===== config.mk =====
export PLATFORM = sky130hd
export DESIGN_NAME = fetch_aligner_flat
export DESIGN_NICKNAME = d
export VERILOG_FILES = /design/src/rtl/fetch_aligner_pkg.sv /design/src/rtl/fetch_aligner_if.sv /design/src/rtl/fetch_aligner_hwbuf.sv /design/src/rtl/fetch_aligner.sv /design/src/flat_wrapper.sv
export VERILOG_INCLUDE_DIRS = /design/src /design/src/rtl
export SDC_FILE = /design/constraint.sdc
export NUM_CORES = 1
export LEC_CHECK = 0
export BUFFER_PORTS_ARGS = -buffer_cell sky130_fd_sc_hd__buf_2
export CORE_AREA = 2 2 111 113
export DETAILED_ROUTE_END_ITERATION = 12
export DIE_AREA = 0 0 113 115
export GPL_ROUTABILITY_DRIVEN = 0
export PLACE_DENSITY = 0.73
export SYNTH_ARGS = -nofsm -noshare
export SYNTH_HDL_FRONTEND = slang
export SYNTH_SLANG_ARGS = --single-unit
export TNS_END_PERCENT = 30

===== constraint.sdc =====
create_clock -name clk_i -period 9.53 [get_ports clk_i]
set_input_delay 1.906 -clock clk_i [delete_from_list [all_inputs] [get_ports clk_i]]
set_output_delay 1.906 -clock clk_i [all_outputs]
set_load 0.05 [all_outputs]

===== src/rtl/riscv_defines.v =====
// rtl/riscv_defines.v - shared RISC-V width and opcode-length macros
`ifndef RISCV_DEFINES_V
`define RISCV_DEFINES_V
`define RISCV_WORD_WIDTH 32
`define RISCV_HALF_WIDTH 16
`define RVC_LEN_32 2'b11
`endif


===== src/rtl/fetch_aligner_pkg.sv =====
// rtl/fetch_aligner_pkg.sv - types, constants and length helper for the fetch aligner
`include "riscv_defines.v"
package fetch_aligner_pkg;

    localparam int unsigned WORD_W   = `RISCV_WORD_WIDTH;
    localparam int unsigned HALF_W   = `RISCV_HALF_WIDTH;
    localparam int unsigned HW_DEPTH = 4;

    localparam logic [WORD_W-1:0] PC_STEP_C = WORD_W'(2);
    localparam logic [WORD_W-1:0] PC_STEP_W = WORD_W'(4);

    typedef logic [HALF_W-1:0] half_t;

    // Number of halfwords moved by the buffer in one cycle
    typedef enum logic [1:0] {
        AMT_NONE = 2'd0,
        AMT_ONE  = 2'd1,
        AMT_TWO  = 2'd2
    } amt_e;

    // A halfword starts a compressed instruction unless its low bits mark a 32-bit one
    function automatic logic is_rvc(input half_t hw);
        return hw[1:0] != `RVC_LEN_32;
    endfunction

endpackage


===== src/rtl/fetch_aligner_if.sv =====
// rtl/fetch_aligner_if.sv - fetch, redirect and instruction handshake bundle
`include "riscv_defines.v"
interface fetch_aligner_if;
    logic [`RISCV_WORD_WIDTH-1:0] fetch_data_i;
    logic                         fetch_valid_i;
    logic                         fetch_ready_o;
    logic                         redirect_i;
    logic [`RISCV_WORD_WIDTH-1:0] redirect_pc_i;
    logic [`RISCV_WORD_WIDTH-1:0] instr_o;
    logic [`RISCV_WORD_WIDTH-1:0] instr_pc_o;
    logic                         instr_valid_o;
    logic                         instr_ready_i;

    modport slave (
        input  fetch_data_i, fetch_valid_i, redirect_i, redirect_pc_i, instr_ready_i,
        output fetch_ready_o, instr_o, instr_pc_o, instr_valid_o
    );

    modport master (
        output fetch_data_i, fetch_valid_i, redirect_i, redirect_pc_i, instr_ready_i,
        input  fetch_ready_o, instr_o, instr_pc_o, instr_valid_o
    );
endinterface


===== src/rtl/fetch_aligner_hwbuf.sv =====
// rtl/fetch_aligner_hwbuf.sv - four-halfword shift/append buffer with occupancy count
module fetch_aligner_hwbuf
    import fetch_aligner_pkg::*;
(
    input  logic              clk_i,
    input  logic              rst_i,
    input  logic              flush_i,
    input  amt_e              shift_i,
    input  amt_e              append_i,
    input  logic [WORD_W-1:0] word_i,
    output half_t             hw0_o,
    output half_t             hw1_o,
    output logic [2:0]        hw_cnt_o
);

    half_t      hw_q [HW_DEPTH];
    half_t      hw_d [HW_DEPTH];
    half_t      shifted [HW_DEPTH];
    logic [2:0] cnt_q;
    logic [2:0] cnt_d;
    logic [2:0] cnt_shifted;

    // Drop consumed halfwords first, then append the new ones at the post-shift count
    always_comb begin
        cnt_shifted = cnt_q - {1'b0, shift_i};
        case (shift_i)
            AMT_ONE: shifted = '{hw_q[1], hw_q[2], hw_q[3], '0};
            AMT_TWO: shifted = '{hw_q[2], hw_q[3], '0, '0};
            default: shifted = hw_q;
        endcase
        hw_d = shifted;
        for (int i = 0; i < HW_DEPTH; i++) begin
            if (append_i == AMT_TWO) begin
                if (3'(i) == cnt_shifted)        hw_d[i] = word_i[HALF_W-1:0];
                if (3'(i) == cnt_shifted + 3'd1) hw_d[i] = word_i[WORD_W-1:HALF_W];
            end else if (append_i == AMT_ONE && 3'(i) == cnt_shifted) begin
                hw_d[i] = word_i[WORD_W-1:HALF_W];
            end
        end
        cnt_d = cnt_shifted + {1'b0, append_i};
        if (flush_i) begin
            hw_d  = '{default: '0};
            cnt_d = 3'd0;
        end
    end

    // Buffer contents and count registers
    always_ff @(posedge clk_i or posedge rst_i) begin
        if (rst_i) begin
            hw_q  <= '{default: '0};
            cnt_q <= 3'd0;
        end else begin
            hw_q  <= hw_d;
            cnt_q <= cnt_d;
        end
    end

    assign hw0_o    = hw_q[0];
    assign hw1_o    = hw_q[1];
    assign hw_cnt_o = cnt_q;

endmodule


===== src/rtl/fetch_aligner.sv =====
// rtl/fetch_aligner.sv - fetch-word to instruction aligner; FETCH_ALIGNER_RVC_EN enables 16-bit instructions
module fetch_aligner
    import fetch_aligner_pkg::*;
#(
    parameter logic [WORD_W-1:0] RESET_PC = 32'h0000_0000
) (
    input logic            clk_i,
    input logic            rst_i,
    fetch_aligner_if.slave bus
);

    logic [WORD_W-1:0] pc_q;
    logic [WORD_W-1:0] pc_d;
    logic              drop_lo_q;
    logic              drop_lo_d;
    half_t             hw0;
    half_t             hw1;
    logic [2:0]        hw_cnt;
    logic              is_c;
    logic              instr_valid;
    logic              consume;
    logic              accept;
    amt_e              shift_amt;
    amt_e              append_amt;
    logic [WORD_W-1:0] redirect_pc_aligned;
    logic              redirect_drop;
    logic              unused_rpc_lsbs;

`ifdef FETCH_ALIGNER_RVC_EN
    assign is_c                = is_rvc(hw0);
    assign redirect_pc_aligned = {bus.redirect_pc_i[WORD_W-1:1], 1'b0};
    assign redirect_drop       = bus.redirect_pc_i[1];
`else
    assign is_c                = 1'b0;
    assign redirect_pc_aligned = {bus.redirect_pc_i[WORD_W-1:2], 2'b00};
    assign redirect_drop       = 1'b0;
`endif
    assign unused_rpc_lsbs = ^bus.redirect_pc_i[1:0];

    assign instr_valid = (is_c && hw_cnt >= 3'd1) || hw_cnt >= 3'd2;
    assign consume     = instr_valid && bus.instr_ready_i && !bus.redirect_i;
    assign accept      = bus.fetch_valid_i && bus.fetch_ready_o && !bus.redirect_i;

    assign bus.fetch_ready_o = hw_cnt <= 3'd2;
    assign bus.instr_valid_o = instr_valid;
    assign bus.instr_o       = is_c ? {{HALF_W{1'b0}}, hw0} : {hw1, hw0};
    assign bus.instr_pc_o    = pc_q;

    // Translate the two handshakes into buffer shift and append amounts
    always_comb begin
        shift_amt  = AMT_NONE;
        append_amt = AMT_NONE;
        if (consume) begin
            if (is_c) shift_amt = AMT_ONE;
            else      shift_amt = AMT_TWO;
        end
        if (accept) begin
            if (drop_lo_q) append_amt = AMT_ONE;
            else           append_amt = AMT_TWO;
        end
    end

    // Next PC and drop-low-halfword flag; redirect overrides everything
    always_comb begin
        pc_d      = pc_q;
        drop_lo_d = drop_lo_q;
        if (bus.redirect_i) begin
            pc_d      = redirect_pc_aligned;
            drop_lo_d = redirect_drop;
        end else begin
            if (consume) pc_d = pc_q + (is_c ? PC_STEP_C : PC_STEP_W);
            if (accept)  drop_lo_d = 1'b0;
        end
    end

    // PC and drop flag registers
    always_ff @(posedge clk_i or posedge rst_i) begin
        if (rst_i) begin
            pc_q      <= RESET_PC;
            drop_lo_q <= 1'b0;
        end else begin
            pc_q      <= pc_d;
            drop_lo_q <= drop_lo_d;
        end
    end

    fetch_aligner_hwbuf u_hwbuf (
        .clk_i    (clk_i),
        .rst_i    (rst_i),
        .flush_i  (bus.redirect_i),
        .shift_i  (shift_amt),
        .append_i (append_amt),
        .word_i   (bus.fetch_data_i),
        .hw0_o    (hw0),
        .hw1_o    (hw1),
        .hw_cnt_o (hw_cnt)
    );

endmodule


===== src/flat_wrapper.sv =====
// flat-port wrapper written by rule: the top's interface ports become plain ports
module fetch_aligner_flat import fetch_aligner_pkg::*;
#(
    parameter logic [WORD_W-1:0] RESET_PC = 32'h0000_0000
)
  (clk_i, rst_i, bus_fetch_data_i, bus_fetch_valid_i, bus_redirect_i, bus_redirect_pc_i, bus_instr_ready_i, bus_fetch_ready_o, bus_instr_o, bus_instr_pc_o, bus_instr_valid_o);
  fetch_aligner_if bus_i ();
  input logic clk_i;
  input logic rst_i;
  input wire logic [$bits(bus_i.fetch_data_i)-1:0] bus_fetch_data_i;
  input wire logic [$bits(bus_i.fetch_valid_i)-1:0] bus_fetch_valid_i;
  input wire logic [$bits(bus_i.redirect_i)-1:0] bus_redirect_i;
  input wire logic [$bits(bus_i.redirect_pc_i)-1:0] bus_redirect_pc_i;
  input wire logic [$bits(bus_i.instr_ready_i)-1:0] bus_instr_ready_i;
  output wire logic [$bits(bus_i.fetch_ready_o)-1:0] bus_fetch_ready_o;
  output wire logic [$bits(bus_i.instr_o)-1:0] bus_instr_o;
  output wire logic [$bits(bus_i.instr_pc_o)-1:0] bus_instr_pc_o;
  output wire logic [$bits(bus_i.instr_valid_o)-1:0] bus_instr_valid_o;
  assign bus_i.fetch_data_i = bus_fetch_data_i;
  assign bus_i.fetch_valid_i = bus_fetch_valid_i;
  assign bus_i.redirect_i = bus_redirect_i;
  assign bus_i.redirect_pc_i = bus_redirect_pc_i;
  assign bus_i.instr_ready_i = bus_instr_ready_i;
  assign bus_fetch_ready_o = bus_i.fetch_ready_o;
  assign bus_instr_o = bus_i.instr_o;
  assign bus_instr_pc_o = bus_i.instr_pc_o;
  assign bus_instr_valid_o = bus_i.instr_valid_o;
  fetch_aligner #(.RESET_PC(RESET_PC)) u_core (.clk_i(clk_i), .rst_i(rst_i), .bus(bus_i));
endmodule

# Word level (Yosys, flattened, before mapping)
# Index checks and enable logic that the tools add are counted.
dict set report classes {
  addsub 4
  order_cmp 2
  n_eq_ne 10
  muxes 26
  reduce_logical 13
}
# operator count
set op_table {}
lappend op_table {{16-bit 2-to-1 mux} 16}
lappend op_table {{64-bit one-hot mux with 2 select lines} 1}
lappend op_table {{32-bit 2-to-1 mux} 2}
lappend op_table {{64-bit 2-to-1 mux} 1}
lappend op_table {{32-bit by 3-bit adder with 32-bit output (second input constant)} 1}
lappend op_table {{2-bit by 3-bit equality test with 1-bit output (first input constant)} 4}
lappend op_table {{1-bit logical AND} 8}
lappend op_table {{1-bit by 3-bit equality test with 1-bit output (first input constant)} 2}
lappend op_table {{3-bit logical NOT} 2}
lappend op_table {{2-bit 2-to-1 mux} 3}
lappend op_table {{2-bit by 1-bit equality test with 1-bit output (second input constant)} 2}
lappend op_table {{2-bit equality test (second input constant)} 2}
lappend op_table {{2-bit nonzero test} 2}
lappend op_table {{3-bit by 1-bit adder with 3-bit output (second input constant)} 1}
lappend op_table {{3-bit by 2-bit adder with 3-bit output} 1}
lappend op_table {{3-bit by 2-bit >= comparator with 1-bit output (second input constant)} 1}
lappend op_table {{3-bit by 2-bit <= comparator with 1-bit output (second input constant)} 1}
lappend op_table {{3-bit 2-to-1 mux} 1}
lappend op_table {{3-bit by 2-bit subtractor with 3-bit output} 1}
lappend op_table {{1-bit 2-to-1 mux} 2}
lappend op_table {{1-bit logical NOT} 1}
dict set report totals {
  ff_bits 100
  inputBits 69
  output_inout_bits 66
  elab_cells 62
}

# Longest topological paths before layout
dict set report depth {
  ltp_word 10
  ltp_mapped 11
  depth_no_buf 7
}

# Cells and area by module
# From an unflattened synthesis, not the netlist that was laid out.
dict set report hier_totals {
  hier_cells 981
  area_unflattened_um2 7691.1
}
# module instances cells_per_inst area_each_um2 seq_area_each_um2
set by_module_without_submodules {}
lappend by_module_without_submodules {fetch_aligner_hwbuf 1 764 5809.3 1676.6}
lappend by_module_without_submodules {fetch_aligner 1 217 1881.8 750.7}

# Worst setup path before layout
# OpenSTA, ideal clock, no wires.
dict set report synth_path {
  kind {input -> register}
  from {input bus_redirect_i}
  to {register u_core.u_hwbuf.hw_q[2] (netlist bit)}
  t_arrival_ns 4.121
  path_slack_ns 5.277
  cell_stages 11
  n_path_buf 5
  cell_sequence {clkbuf_1 > clkbuf_1 > clkbuf_1 > nor2_1 > ha_1 > nor4b_1 > nor2b_1 > clkbuf_1 > buf_2 > mux2i_1 > nor2_1}
}
# item line_no
set synth_rtl {}
lappend synth_rtl {{from (decl)} flat_wrapper.sv:12} ;# input wire logic [$bits(bus_i.redirect_i)-1:0] bus_redirect_i;
lappend synth_rtl {{to (signal assigned)} fetch_aligner_hwbuf.sv:53} ;# hw_q <= hw_d;
lappend synth_rtl {{to (decl)} fetch_aligner_hwbuf.sv:16} ;# half_t hw_q [HW_DEPTH];

==> results.yml <==
floorplan:
  ios: 135
  start_util: 0.441
  chipHeight_um: 115
  die_area_um2: 13000
  core_area_um2: 11800
  fp.dieW_um: 113
  rows: 40
run_status:
  violations: "DRC"
  status: "finished with violations"
min_path:
  hold-path-endpoint: "u_core.bus.instr_pc_o[29]$_DFFE_PP0N_"
  hold_path_class: "register to register"
  hold_path_depth: 2
  hold_start: "u_core.bus.instr_pc_o[29]$_DFFE_PP0N_"
pwr:
  seqPwrFrac: 0.368
  power.internal_uw: 819
  totalPowerFinal_mw: 1.41
  p_leak_nw: 2.88
  power_switching_share: 0.418
  pwr-share-clk: 0.252
  p_switching_uw: 589
  ir_drop_v: 0.000102
  p_per_area_nw_per_um2: 235
  combPwrFrac: 0.381
clock_network:
  clkSinkCount: 96
  htreeDepth: 3
  cts_buffer_depth: 2
  clockRootBuffer: "clkbuf_16"
  cts_inserted_buffers: 9
  cts.clk_slew.worst_paths_ps: 70
  clock_latency_ps: 340
  cts-hold-fix-buffers: 0
  cts_setup_buffers: 0
  cts_tree: "yes"
  cts_resized: 0
detailed_routing:
  totalWireLength_um: 12200
  drt_iter0_markers: 269
  drc: 9
  viasPerCell: 5.48
  ant_nets: 0
  dr.pass1.iters: 8
  vias: 4224
  wire_per_inst_um: 15.9
timing:
  worst_pin_slew_ps: 1220
  max_freq_mhz: 218
  setup_ws_ps: 4950
  hold_slack_ps: 594
  grt_setup_unrepaired: "no"
  maxSlewViolCount: 0
  setup_violations: 0
  finalCriticalPeriod_ps: 4580
  final.setup_skew_ps: 7.77
  hold_violations: 0
  max-slew-margin-rel: 0.186
  timing.final.crit_share: 0.480
  totalNegativeSetupSlack_ps: 0
place:
  port_buffers: 130
  dp_cells: 755
  place_area_um2: 5690
  place_ws_ps: 4590
  place_hpwl_um: 7930
yosys:
  synth_fa_ha_area_frac: 0.00480
  synth_edf_count: 0
  synth_xor_area_frac: 0.0235
  synth_area_leaders: "dfrtp_1, mux2i_1, nor2_1, buf_4, a211oi_1"
  synth_compound_area_frac: 0.108
  synth-simple-area-share: 0.190
  synth_warnings: 0
  synthTopCellsByCount: "dfrtp_1, nor2_1, mux2i_1"
  synth_cell_types: 39
  synthFlopType: "dfrtp_1"
  synthMuxAreaShare: 0.125
  synth_top_cell_area_share: 0.461
  yosys.area.top_type: "dfrtp_1"
  avgSynthCellArea_um2: 9.57
  synth_top_family_by_area: "simple AND/OR/NAND/NOR gates"
  postSynthCellCount: 544
  synth_seq_area_share: 0.461
  netlist_area_um2: 5210
  synth_most_common_cell: "dfrtp_1"
  synthArstFlopShare: 1.00
  ys_ff_latch: 96
global_routing:
  antenna_found_initial: 0
  grt_max_degree: 109
  grt_use_total: 0.189
  overflow: 0
  grt_pass1_wl_um: 20000
  first_global_vias: 4167
final_layout:
  stdcell_count: 771
  area_growth_pct: 14.9
  drive_gt1_frac: 0.255
  nNetsFinal: 690
  final_core_util: 0.507
  fin_area_um2: 5990
  num_antenna_cells: 0
  fillers: 1110
critical_path:
  regToRegSetupSlack_ps: 6770
  setup.worst_path.start_class: "primary input"
  path_class: "primary input to register"
  worst_r2r_startpoint: "u_core.u_hwbuf.hw_cnt_o[1]$_DFF_PP0_"
  reg2reg_depth: 7
  reg2reg_to: "u_core.u_hwbuf.hw1_o[14]$_DFF_PP0_"
  arrival_ps: 4740
  worstPathMaxFanout: 108
  worstSetupEndpointType: "register"
  crit_required_ps: 9690
job:
  cap_violations: 0
==> critical path, stage by stage <==
cell and delay (ps):
buf_4 770, nor2_1 120, ha_1 250, nor4b_1 430, nand2_2 770, nor2_1 330
a211oi_1 90
==> area by class of cell <==
cell class / count / area (um^2) / share of cell area
multi-input cells: 366 / 2380 / 0.398
inverters: 13 / 51.3 / 0.00857
well taps: 147 / 184 / 0.0307
clock buffers: 11 / 253 / 0.0422
repair buffers: 133 / 676 / 0.113
clock inverters: 5 / 38.8 / 0.00648
flip-flops and latches: 96 / 2400 / 0.401
==> cells in the final DEF, fill, tap and decap left out, types with 9 or more instances in the layout <==
master and instances:
o31ai_1 11, buf_2 129, nand3_1 9, o21ai_0 19, nand4_1 9, a211oi_1 32, nor2_1 82, a31oi_1 13
and2_1 30, inv_1 12, or4_1 13, xnor2_1 11, dfrtp_1 96, clkbuf_16 9, mux2i_1 65, nand2_1 26
==> power by group through the flow <==
stage / registers, mW / clock network (mW) / logic (mW)
after floorplan: 0.561 / 0 / 0.415
after global placement: 0.521 / 0 / 0.527
after detailed placement: 0.525 / 0 / 0.539
after CTS: 0.517 / 0.363 / 0.540
after global routing: 0.526 / 0.379 / 0.575
final: 0.518 / 0.354 / 0.536
==> cell families after synthesis <==
kind of cell | after synthesis
buffers and inverters | 83
adders and majority gates | 2
DFF | 96
xor gates and xnor gates | 14
other | 1
AOI/OAI and AO/OA | 83
muxes | 65
and+or+nand+nor | 200
==> worst max path at each step <==
stage | to | cells past startpoint | startpoint
floorplan | u_core.bus.instr_pc_o[10]$_DFFE_PP0N_ | 1 | rst_i
global placement | u_core.u_hwbuf.hw0_o[9]$_DFF_PP0_ | 7 | bus_redirect_i
detailed placement | u_core.u_hwbuf.hw1_o[14]$_DFF_PP0_ | 7 | bus_redirect_i
CTS | u_core.u_hwbuf.hw1_o[14]$_DFF_PP0_ | 7 | bus_redirect_i
global route | u_core.u_hwbuf.hw0_o[11]$_DFF_PP0_ | 7 | bus_redirect_i
finish | u_core.u_hwbuf.hw1_o[14]$_DFF_PP0_ | 7 | bus_redirect_i
==> sequential cells by signal (all words and copies together) (netlist names) <==
signal,cells
u_core.u_hwbuf.hw_q,32
u_core.bus.instr_pc_o,30
u_core.u_hwbuf.hw0_o,16
u_core.u_hwbuf.hw1_o,16
u_core.u_hwbuf.hw_cnt_o,2
==> metal layers <==
layer / track usage / share of wire / up-vias / routed length (um)
met3: 0.0390 / 0.047 / 15 / 580
li1: - / - / 2026 / -
met2: 0.306 / 0.50 / 107 / 6070
met4: 0.0699 / 0.014 / 0 / 171
met1: 0.254 / 0.44 / 2076 / 5410
met5: 0 / 0 / - / 0
Power figures use the tool's default switching activity.
